--- config.mk ---
export PLATFORM = sky130hd
export DESIGN_NAME = posit_accum_seq
export DESIGN_NICKNAME = d
export VERILOG_FILES = /design/src/rtl/posit_accum_seq.sv
export SDC_FILE = /design/constraint.sdc
export NUM_CORES = 1
export LEC_CHECK = 0
export BUFFER_PORTS_ARGS = -buffer_cell sky130_fd_sc_hd__buf_2
export CAP_MARGIN = 15
export CELL_PAD_IN_SITES_DETAIL_PLACEMENT = 0
export CELL_PAD_IN_SITES_GLOBAL_PLACEMENT = 1
export CORE_ASPECT_RATIO = 0.7
export CORE_MARGIN = 10
export CORE_UTILIZATION = 40
export DETAILED_ROUTE_END_ITERATION = 10
export PLACE_DENSITY_LB_ADDON = 0.1
export SETUP_SLACK_MARGIN = 0.05
export SLEW_MARGIN = 20
export SYNTH_ARGS = -nofsm -noshare
export SYNTH_HDL_FRONTEND = slang
export SYNTH_SLANG_ARGS = --single-unit
export TNS_END_PERCENT = 10
--- constraint.sdc ---
create_clock -name clk -period 15.7 [get_ports clk]
set_clock_uncertainty 0.15 [all_clocks]
set_input_delay 3.14 -clock clk [delete_from_list [all_inputs] [get_ports clk]]
set_output_delay 3.14 -clock clk [all_outputs]
set_load 0.02 [all_outputs]
--- src/rtl/posit_accum_seq.sv ---
// posit_accum_seq
//   Reduces a burst of posits (in_last marks the final word) to a single posit sum
//   by issuing operand pairs to an external start/done posit adder. Returned partial
//   sums are recycled into the operand buffer, so several adds can be in flight.
//   Optional feature macro: POSIT_ACC_ZERO_SKIP_EN -- when defined, accepted zero
//   words are not written to the operand buffer (in_last is still honoured) and an
//   all-zero burst reduces to a zero sum without any add.
module posit_accum_seq #(
    parameter int N       = 32,
    parameter int es      = 2,
    parameter int DEPTH   = 8,
    parameter int ADD_LAT = 4
) (
    input  logic         clk,
    input  logic         reset,
    input  logic         in_valid,
    output logic         in_ready,
    input  logic [N-1:0] in_data,
    input  logic         in_last,
    output logic         add_start,
    output logic [N-1:0] add_in1,
    output logic [N-1:0] add_in2,
    input  logic         add_done,
    input  logic [N-1:0] add_result,
    output logic         sum_valid,
    input  logic         sum_ready,
    output logic [N-1:0] sum_data,
    output logic         sum_inf
);

    localparam int PW = $clog2(DEPTH);
    localparam int CW = $clog2(DEPTH + 1);
    localparam int FW = (ADD_LAT > 1) ? $clog2(ADD_LAT) : 1;
    localparam logic [CW:0]   DEPTH_W    = (CW + 1)'(DEPTH);
    localparam logic [FW-1:0] FLUSH_LAST = FW'(ADD_LAT - 1);
    localparam logic [N-1:0]  NAR        = {1'b1, {(N - 1){1'b0}}};

    if (DEPTH < 4 || ADD_LAT < 1 || es < 0 || es > N - 3) begin : g_bad_param
        $error("posit_accum_seq: unsupported parameter set");
    end

    typedef enum logic [1:0] {
        ST_FLUSH = 2'd0,
        ST_ACCUM = 2'd1,
        ST_OUT   = 2'd2
    } state_t;

    // Circular pointer advance by 0..2 entries; DEPTH need not be a power of two.
    function automatic logic [PW-1:0] ptr_add(input logic [PW-1:0] ptr, input logic [1:0] inc);
        logic [PW+1:0] sum_v;
        sum_v = {2'b00, ptr} + {{PW{1'b0}}, inc};
        return (sum_v >= (PW + 2)'(DEPTH)) ? PW'(sum_v - (PW + 2)'(DEPTH)) : PW'(sum_v);
    endfunction

    state_t          state_r;
    state_t          state_nxt_s;
    logic [FW-1:0]   flush_cnt_r;
    logic [CW-1:0]   occ_r;
    logic [CW-1:0]   out_r;
    logic            last_seen_r;
    logic [PW-1:0]   rd_ptr_r;
    logic [PW-1:0]   wr_ptr_r;
    logic [N-1:0]    buf_r [DEPTH];

    logic            in_ready_r;
    logic            add_start_r;
    logic [N-1:0]    add_in1_r;
    logic [N-1:0]    add_in2_r;
    logic            sum_valid_r;
    logic [N-1:0]    sum_data_r;

    logic            in_fire_s;
    logic            in_we_s;
    logic            ret_we_s;
    logic            issue_s;
    logic            fin_pop_s;
    logic            fin_zero_s;
    logic            sum_take_s;
    logic [CW-1:0]   occ_nxt_s;
    logic [CW-1:0]   out_nxt_s;
    logic            last_nxt_s;
    logic [PW-1:0]   in_wr_ptr_s;
    logic [PW-1:0]   wr_ptr_nxt_s;
    logic [PW-1:0]   rd_ptr1_s;
    logic [PW-1:0]   rd_ptr_nxt_s;
    logic            in_ready_nxt_s;
    logic            sum_valid_nxt_s;
    logic            add_start_nxt_s;

    // Per-cycle buffer events: input write, adder return, pair issue, final pop.
    always_comb begin
        in_fire_s  = in_valid & in_ready_r;
        sum_take_s = sum_valid_r & sum_ready;
        ret_we_s   = 1'b0;
        in_we_s    = 1'b0;
        issue_s    = 1'b0;
        fin_pop_s  = 1'b0;
        fin_zero_s = 1'b0;
        if (state_r == ST_ACCUM) begin
            // Returns with nothing outstanding are stale results and are dropped.
            ret_we_s  = add_done & (out_r != {CW{1'b0}});
`ifdef POSIT_ACC_ZERO_SKIP_EN
            in_we_s    = in_fire_s & (in_data != {N{1'b0}});
            fin_zero_s = last_seen_r & (out_r == {CW{1'b0}}) & (occ_r == {CW{1'b0}});
`else
            in_we_s    = in_fire_s;
            fin_zero_s = 1'b0;
`endif
            // Issue decision uses occupancy before this cycle's writes.
            issue_s   = (occ_r >= CW'(2));
            fin_pop_s = last_seen_r & (out_r == {CW{1'b0}}) & (occ_r == CW'(1));
        end else begin
            ret_we_s   = 1'b0;
            in_we_s    = 1'b0;
            issue_s    = 1'b0;
            fin_pop_s  = 1'b0;
            fin_zero_s = 1'b0;
        end
    end

    // Next occupancy, outstanding count, pointers and burst-end flag.
    always_comb begin
        occ_nxt_s    = occ_r + CW'(ret_we_s) + CW'(in_we_s)
                       - (issue_s ? CW'(2) : CW'(0)) - CW'(fin_pop_s);
        out_nxt_s    = out_r + CW'(issue_s) - CW'(ret_we_s);
        // The adder return takes the first free slot, the input word the next one.
        in_wr_ptr_s  = ret_we_s ? ptr_add(wr_ptr_r, 2'd1) : wr_ptr_r;
        wr_ptr_nxt_s = ptr_add(wr_ptr_r, {1'b0, ret_we_s} + {1'b0, in_we_s});
        rd_ptr1_s    = ptr_add(rd_ptr_r, 2'd1);
        if (issue_s) begin
            rd_ptr_nxt_s = ptr_add(rd_ptr_r, 2'd2);
        end else if (fin_pop_s) begin
            rd_ptr_nxt_s = rd_ptr1_s;
        end else begin
            rd_ptr_nxt_s = rd_ptr_r;
        end
        if (state_r == ST_OUT && sum_take_s) begin
            last_nxt_s = 1'b0;
        end else if (in_fire_s && in_last) begin
            last_nxt_s = 1'b1;
        end else begin
            last_nxt_s = last_seen_r;
        end
    end

    // Next-state logic.
    always_comb begin
        state_nxt_s = state_r;
        case (state_r)
            ST_FLUSH: state_nxt_s = (flush_cnt_r == FLUSH_LAST) ? ST_ACCUM : ST_FLUSH;
            ST_ACCUM: state_nxt_s = (fin_pop_s | fin_zero_s) ? ST_OUT : ST_ACCUM;
            ST_OUT:   state_nxt_s = sum_take_s ? ST_ACCUM : ST_OUT;
            default:  state_nxt_s = ST_FLUSH;
        endcase
    end

    // Output decode from next-cycle state so that the handshake outputs are registered.
    always_comb begin
        in_ready_nxt_s  = (state_nxt_s == ST_ACCUM) & ~last_nxt_s &
                          (({1'b0, occ_nxt_s} + {1'b0, out_nxt_s}) < DEPTH_W);
        sum_valid_nxt_s = (state_nxt_s == ST_OUT);
        add_start_nxt_s = issue_s;
    end

    // State register and adder-pipeline flush counter.
    always_ff @(posedge clk) begin
        if (reset) begin
            state_r     <= ST_FLUSH;
            flush_cnt_r <= {FW{1'b0}};
        end else begin
            state_r     <= state_nxt_s;
            flush_cnt_r <= (state_r == ST_FLUSH) ? flush_cnt_r + FW'(1) : {FW{1'b0}};
        end
    end

    // Buffer bookkeeping and registered outputs.
    always_ff @(posedge clk) begin
        if (reset) begin
            occ_r       <= {CW{1'b0}};
            out_r       <= {CW{1'b0}};
            last_seen_r <= 1'b0;
            rd_ptr_r    <= {PW{1'b0}};
            wr_ptr_r    <= {PW{1'b0}};
            in_ready_r  <= 1'b0;
            add_start_r <= 1'b0;
            add_in1_r   <= {N{1'b0}};
            add_in2_r   <= {N{1'b0}};
            sum_valid_r <= 1'b0;
            sum_data_r  <= {N{1'b0}};
        end else begin
            occ_r       <= occ_nxt_s;
            out_r       <= out_nxt_s;
            last_seen_r <= last_nxt_s;
            rd_ptr_r    <= rd_ptr_nxt_s;
            wr_ptr_r    <= wr_ptr_nxt_s;
            in_ready_r  <= in_ready_nxt_s;
            add_start_r <= add_start_nxt_s;
            sum_valid_r <= sum_valid_nxt_s;
            if (issue_s) begin
                add_in1_r <= buf_r[rd_ptr_r];
                add_in2_r <= buf_r[rd_ptr1_s];
            end else begin
                add_in1_r <= add_in1_r;
                add_in2_r <= add_in2_r;
            end
            if (fin_pop_s) begin
                sum_data_r <= buf_r[rd_ptr_r];
            end else if (fin_zero_s) begin
                sum_data_r <= {N{1'b0}};
            end else begin
                sum_data_r <= sum_data_r;
            end
        end
    end

    // Operand buffer storage; contents are meaningless outside occupied slots.
    always_ff @(posedge clk) begin
        if (ret_we_s) begin
            buf_r[wr_ptr_r] <= add_result;
        end else begin
            buf_r[wr_ptr_r] <= buf_r[wr_ptr_r];
        end
        if (in_we_s) begin
            buf_r[in_wr_ptr_s] <= in_data;
        end else begin
            buf_r[in_wr_ptr_s] <= buf_r[in_wr_ptr_s];
        end
    end

    assign in_ready  = in_ready_r;
    assign add_start = add_start_r;
    assign add_in1   = add_in1_r;
    assign add_in2   = add_in2_r;
    assign sum_valid = sum_valid_r;
    assign sum_data  = sum_data_r;
    assign sum_inf   = (sum_data_r == NAR);

endmodule

==> impl_metrics.tcl, run 1 <==
set metrics [dict create \
    crit_family "buffers and inverters" \
    cts.htree.levels 2 \
    async_flop_share 0 \
    status "finished, final reports clean" \
    layout.nets 1626 \
    cp_cell_sequence "buf_2 > and3b_1 > nand2_8 > inv_4 > ha_1 > nor3_1 > a22oi_2 > buf_4 > o41ai_2 > buf_4" \
    synth_warnings 0 \
    grt_max_degree 95 \
    grt_usage 0.205 \
    r2r-start "out_r[2]" \
    cts_tree "done" \
    synth_top_cells_by_count "edfxtp_1 (256), mux2_2 (205), dfxtp_1 (121)" \
    switching_share 0.216 \
    cts-root-buf "clkbuf_16" \
    grt_overflow 0 \
    fin_util 0.459 \
    synth_top_area_frac 0.386 \
    die_x_um 287 \
    power_frac_comb 0.036 \
    finalCritPeriodShare 0.393 \
    setup_viol 0 \
    place_hpwl_mm 37.1 \
    cp_slowest_cell "a22oi_2" \
    min_from "flush_cnt_r[0]" \
    yosys-top-cells-area "edfxtp_1 (39%), dfxtp_1 (12%), mux2_2 (12%), mux4_2 (7.2%), mux2i_1 (4.8%)" \
    synth_nets 1511 \
    yosys.area.top_type "edfxtp_1" \
    rsz0062_at_grt "no" \
    fillers 4394 \
    io_buffer_count 169 \
    crit_path_frequent_cell "buf_4" \
    routed_wl_mm 62.0 \
    min_period_ns 6.16 \
    slew_viol_final 0 \
    clock_power_share 0.459 \
    start_util 0.404 \
    grt_use_met2 0.317 \
    finalWeightedCongestion 0.762 \
    max_freq_ghz 0.162 \
    cts_setup_buffers 0 \
    path_clk_slew_ns 0.06 \
    grt_pass1_vias 13594 \
    cts_max_path_buffers 3 \
    layout-drive-gt1-share 0.392 \
    crit_path_start "add_done" \
    drt_first_pass_iters 5 \
    synthCells 1420 \
    dp_cells 2155 \
    synth_seq_area_share 0.508 \
    path_max_fanout 24 \
    crit_required_ns 15.80 \
    drv_cap 0 \
    ios 170 \
    max_stage_delay_ns 0.78 \
    p_leak_nw 7.50 \
    syn2layout_area_growth_pct 13.7 \
    cts_hold_buf 0 \
    stdcell_count 2237 \
    grt_pass1_wl_mm 91.6 \
    crit_path_start_kind "primary input" \
    wl_per_cell_um 27.7 \
    synth.most_common_cell "edfxtp_1" \
    synth_area_mm2 0.0199 \
    synth_seq_cells 377 \
    detail-route-antenna-nets 0 \
    clkLatencyLatePin_ns 0.55 \
    relSlewSlack 0.294 \
    grt-busiest-layer "met2" \
    cp.arrival_ns 6.26 \
    die_h_um 207 \
    vdd_drop_max_mv 0.0574 \
    p_int_w 0.00164 \
    powerDensity_mw_per_mm2 92.7 \
    tightestPinTransition_ns 1.05 \
    antenna_found_initial 3 \
    worstHoldPathType "reg -> reg" \
    synth_ff_type "edfxtp_1" \
    p_switching_w 0.000453 \
    crit_buf_inv 4 \
    synth_edf_count 256 \
    synth_area_per_cell_um2 14.0 \
    drc_errors 0 \
    tns_ns 0 \
    numCtsBuffers 42 \
    rows 68 \
    drt_iter0_markers 938 \
    synth_cell_types 63 \
    design.core.area_mm2 0.0493 \
    hold_violations 0 \
    die_area_mm2 0.0592 \
    ctsResizeCount 0 \
    use_met3 0.0386 \
    grt_util_met1 0.297 \
    vias_per_cell 5.95 \
    cts_sinks 377 \
    cp-end-kind "flip-flop" \
    routed-via-count 13314 \
    critical_path_class "in -> reg" \
    sequentialPowerShare 0.505 \
]
logic make-up after synthesis:
logic type | synth area share
multiplexers | 0.272
flip-flops | 0.508
AO/OA/AOI/OAI | 0.103
AND/OR/NAND/NOR | 0.0620
buffers and inverters | 0.0361
adder cells (fa/ha/maj) | 0.0151
XOR/XNOR | 0.00396
cell usage in the layout, fill, tap and decap left out, drive strengths merged, types with 5 or more instances in the layout:
cell / n
a2111oi: 64
a211oi: 32
a21oi: 7
a31o: 34
a31oi: 66
buf: 196
clkbuf: 63
clkinv: 13
dfxtp: 121
edfxtp: 256
fa: 5
ha: 16
inv: 14
mux2: 257
mux2i: 96
mux4: 64
nand2: 5
nand2b: 5
nor2: 43
nor2b: 79
nor3: 5
nor3b: 34
nor4: 11
o21ai: 5
o2bb2ai: 33
xnor2: 5
metal layers:
metal,wire length (µm),share of wire,vias to the layer above
met4,1050,0.017,0
li1,-,-,5959
met3,4010,0.065,61
met5,0,0,-
met1,29200,0.47,6902
met2,27800,0.45,392
per-stage QoR:
stage	worst slack [ns]	cell area, µm²	hold WS [ns]	total power, W
after floorplan	8.16	19900	0.255	0.00112
after global placement	8.72	21300	0.266	0.00115
after detailed placement	8.71	21300	0.272	0.00115
after CTS	9.26	22600	0.287	0.00212
after global routing	9.42	22600	0.308	0.00216
final	9.54	22600	0.285	0.00210
power groups by stage:
| stage | sequential (W) | clock (W) | combinational [W] |
|---|---|---|---|
| floorplan | 0.00108 | 0 | 0.0000385 |
| global placement | 0.00108 | 0 | 0.0000716 |
| detailed placement | 0.00108 | 0 | 0.0000728 |
| CTS | 0.00106 | 0.000983 | 0.0000732 |
| global route | 0.00106 | 0.00102 | 0.0000814 |
| finish | 0.00106 | 0.000963 | 0.0000746 |
flip-flops by register name (all words and copies together) (netlist names), named ones only:
signal and cells:
add_in2 32, add_start 1, buf_r 256, rd_ptr_r 3
sum_data 32, state_r 2, sum_valid 1, add_in1 32
last_seen_r 1, wr_ptr_r 3, flush_cnt_r 2, occ_r 4
out_r 4, in_ready 1
final timing paths:
kind,endpoint,slack (ns),depth (start not counted)
hold / removal,flush_cnt_r[0],0.28,1
setup / recovery,buf_r[0][16],9.54,10
setup reg to reg,in_ready,11.37,14
hold reg to reg,flush_cnt_r[0],0.28,1
area by class of cell:
cell class	instances	area (µm²)	share of cell area
Antenna cell	4	10.0	0.000442
Clock buffer	63	1210	0.0536
Clock inverter	14	92.6	0.00409
Inverter	14	55.1	0.00243
Multi-Input combinational cell	904	9230	0.408
Sequential cell	377	10100	0.447
Tap cell	665	832	0.0368
Timing Repair Buffer	196	1070	0.0473
(Power assumes the default switching activity.)
==> inputs of run 2 (changes only) <==
==> constraint.sdc (replaced) <==
create_clock -name clk -period 6.4 [get_ports clk]
set_clock_uncertainty 0.15 [all_clocks]
set_input_delay 1.28 -clock clk [delete_from_list [all_inputs] [get_ports clk]]
set_output_delay 1.28 -clock clk [all_outputs]
set_load 0.02 [all_outputs]
==> run 2 against run 1 <==
Effect of this change:
- non-clock buffer count increased by 2
- critical path type is now reg -> reg
- critical endpoint is now buf_r[1][15]
- combinational power increased by 150%
- register-to-register slack got worse by 9.4 ns
- clock power increased to 2.6 times the previous value
- worst setup slack got worse by 7.6 ns
- sequential share of layout area decreased by 0.29 points
==> impl_metrics.tcl, run 2 (synthesis results as in run 1) <==
set metrics [dict create \
    top_register "buf_r" \
    finalWeightedCongestion 0.777 \
    ff2ff_path_depth 10 \
    crit_required_ns 6.41 \
    fillers 4438 \
    drt_iter0_markers 992 \
    whs_ns 0.280 \
    path_max_fanout 33 \
    grt_pass1_vias 13607 \
    die_x_um 287 \
    min_from "flush_cnt_r[0]" \
    grt_usage 0.203 \
    p_leak_nw 7.58 \
    layout.cells.most_common "edfxtp_1" \
    slew_viol_final 0 \
    tightestPinTransition_ns 1.13 \
    antenna_found_initial 4 \
    path_clk_slew_ns 0.06 \
    cts_hold_buf 0 \
    setup_viol 0 \
    grt_pass1_wl_mm 91.0 \
    vias_per_cell 5.93 \
    cp-end-kind "flip-flop" \
    crit_path_start "out_r[2]" \
    io_buffer_count 169 \
    rsz0062_at_grt "no" \
    cts_sinks 377 \
    fin_util 0.462 \
    layout-drive-gt1-share 0.399 \
    r2r-start "out_r[2]" \
    cts_tree "done" \
    max_freq_ghz 0.226 \
    die_h_um 207 \
    ios 170 \
    numCtsBuffers 42 \
    critical_path_class "reg -> reg" \
    cts-root-buf "clkbuf_16" \
    cts_setup_buffers 0 \
    routed_wl_mm 61.1 \
    drv_cap 0 \
    crit_end "buf_r[1][15]" \
    worstHoldPathType "reg -> reg" \
    grt_max_degree 130 \
    drt_first_pass_iters 5 \
    total_power_w 0.00529 \
    reg2reg_setup_slack_ns 1.97 \
    grt_use_met2 0.307 \
    relSlewSlack 0.245 \
    timing.rr.end "buf_r[1][15]" \
    cp.arrival_ns 4.45 \
    routed-via-count 13269 \
    status "finished, final reports clean" \
    clkLatencyLatePin_ns 0.56 \
    wl_per_cell_um 27.3 \
    syn2layout_area_growth_pct 14.4 \
    start_util 0.404 \
    use_met3 0.0371 \
    dp_cells 2157 \
    detail-route-antenna-nets 0 \
    design.core.area_mm2 0.0493 \
    powerDensity_mw_per_mm2 233 \
    place_hpwl_mm 37.2 \
    layout.nets 1628 \
    stdcell_count 2239 \
    crit_path_start_kind "flip-flop" \
    min_period_ns 4.43 \
    grt_overflow 0 \
    drc_errors 0 \
    ctsResizeCount 0 \
    die_area_mm2 0.0592 \
    tns_ns 0 \
    cts.htree.levels 2 \
    cts_max_path_buffers 3 \
    grt_util_met1 0.296 \
    rows 68 \
    finalCritPeriodShare 0.693 \
    largest_reg_flops 256 \
    final_cell_mix "edfxtp_1 (256), mux2_2 (205), buf_2 (168), dfxtp_1 (117), mux2i_1 (96)" \
    grt-busiest-layer "met2" \
    vdd_drop_max_mv 0.172 \
    hold_violations 0 \
]
==> run 2: critical path: stages, from the launching register on <==
cell	delay, ns
dfxtp_1	0.29
inv_1	0.07
ha_1	0.16
or3b_1	0.54
nand2_8	0.20
inv_4	0.10
ha_1	0.51
nand3_1	0.26
o32ai_4	0.27
buf_4	0.52
a31o_2	0.94
==> run 2: where the power goes <==
| part | total [W] | leakage, nW | switching [W] | internal, W |
|---|---|---|---|---|
| Clock | 0.00251 | 0.707 | 0.00102 | 0.00149 |
| Sequential | 0.00260 | 3.28 | 0.00000250 | 0.00260 |
| Combinational | 0.000183 | 3.60 | 0.0000968 | 0.0000858 |
==> run 2: layer usage <==
metal  part of all wire  vias to the layer above
met3              0.057                       69
met4              0.019                        0
met5                  0                        -
met2               0.44                      351
li1                   -                     5953
met1               0.48                     6896
==> run 2: worst min path at each step <==
stage | end | slack, ns | cells past startpoint
2_1_floorplan | flush_cnt_r[0] | 0.26 | 1
3_3_place_gp | flush_cnt_r[0] | 0.27 | 1
3_5_place_dp | flush_cnt_r[0] | 0.28 | 1
4_1_cts | flush_cnt_r[0] | 0.29 | 1
5_1_grt | flush_cnt_r[0] | 0.31 | 1
6_report | flush_cnt_r[0] | 0.28 | 1
==> run 2: layout make-up <==
class	count	area (µm²)	area share
Multi-Input combinational cell	904	9230	0.405
Clock buffer	65	1310	0.0576
Timing Repair Buffer	198	1100	0.0482
Inverter	14	55.1	0.00242
Sequential cell	377	10100	0.444
Antenna cell	3	7.51	0.000330
Clock inverter	13	115	0.00506
Tap cell	665	832	0.0365
==> run 2: metrics by stage <==
stage	instance area [µm²]	setup WS (ns)
floorplan	19900	0.723
global placement	21300	1.54
detailed placement	21300	1.44
CTS	22700	1.97
global route	22800	1.79
finish	22800	1.97
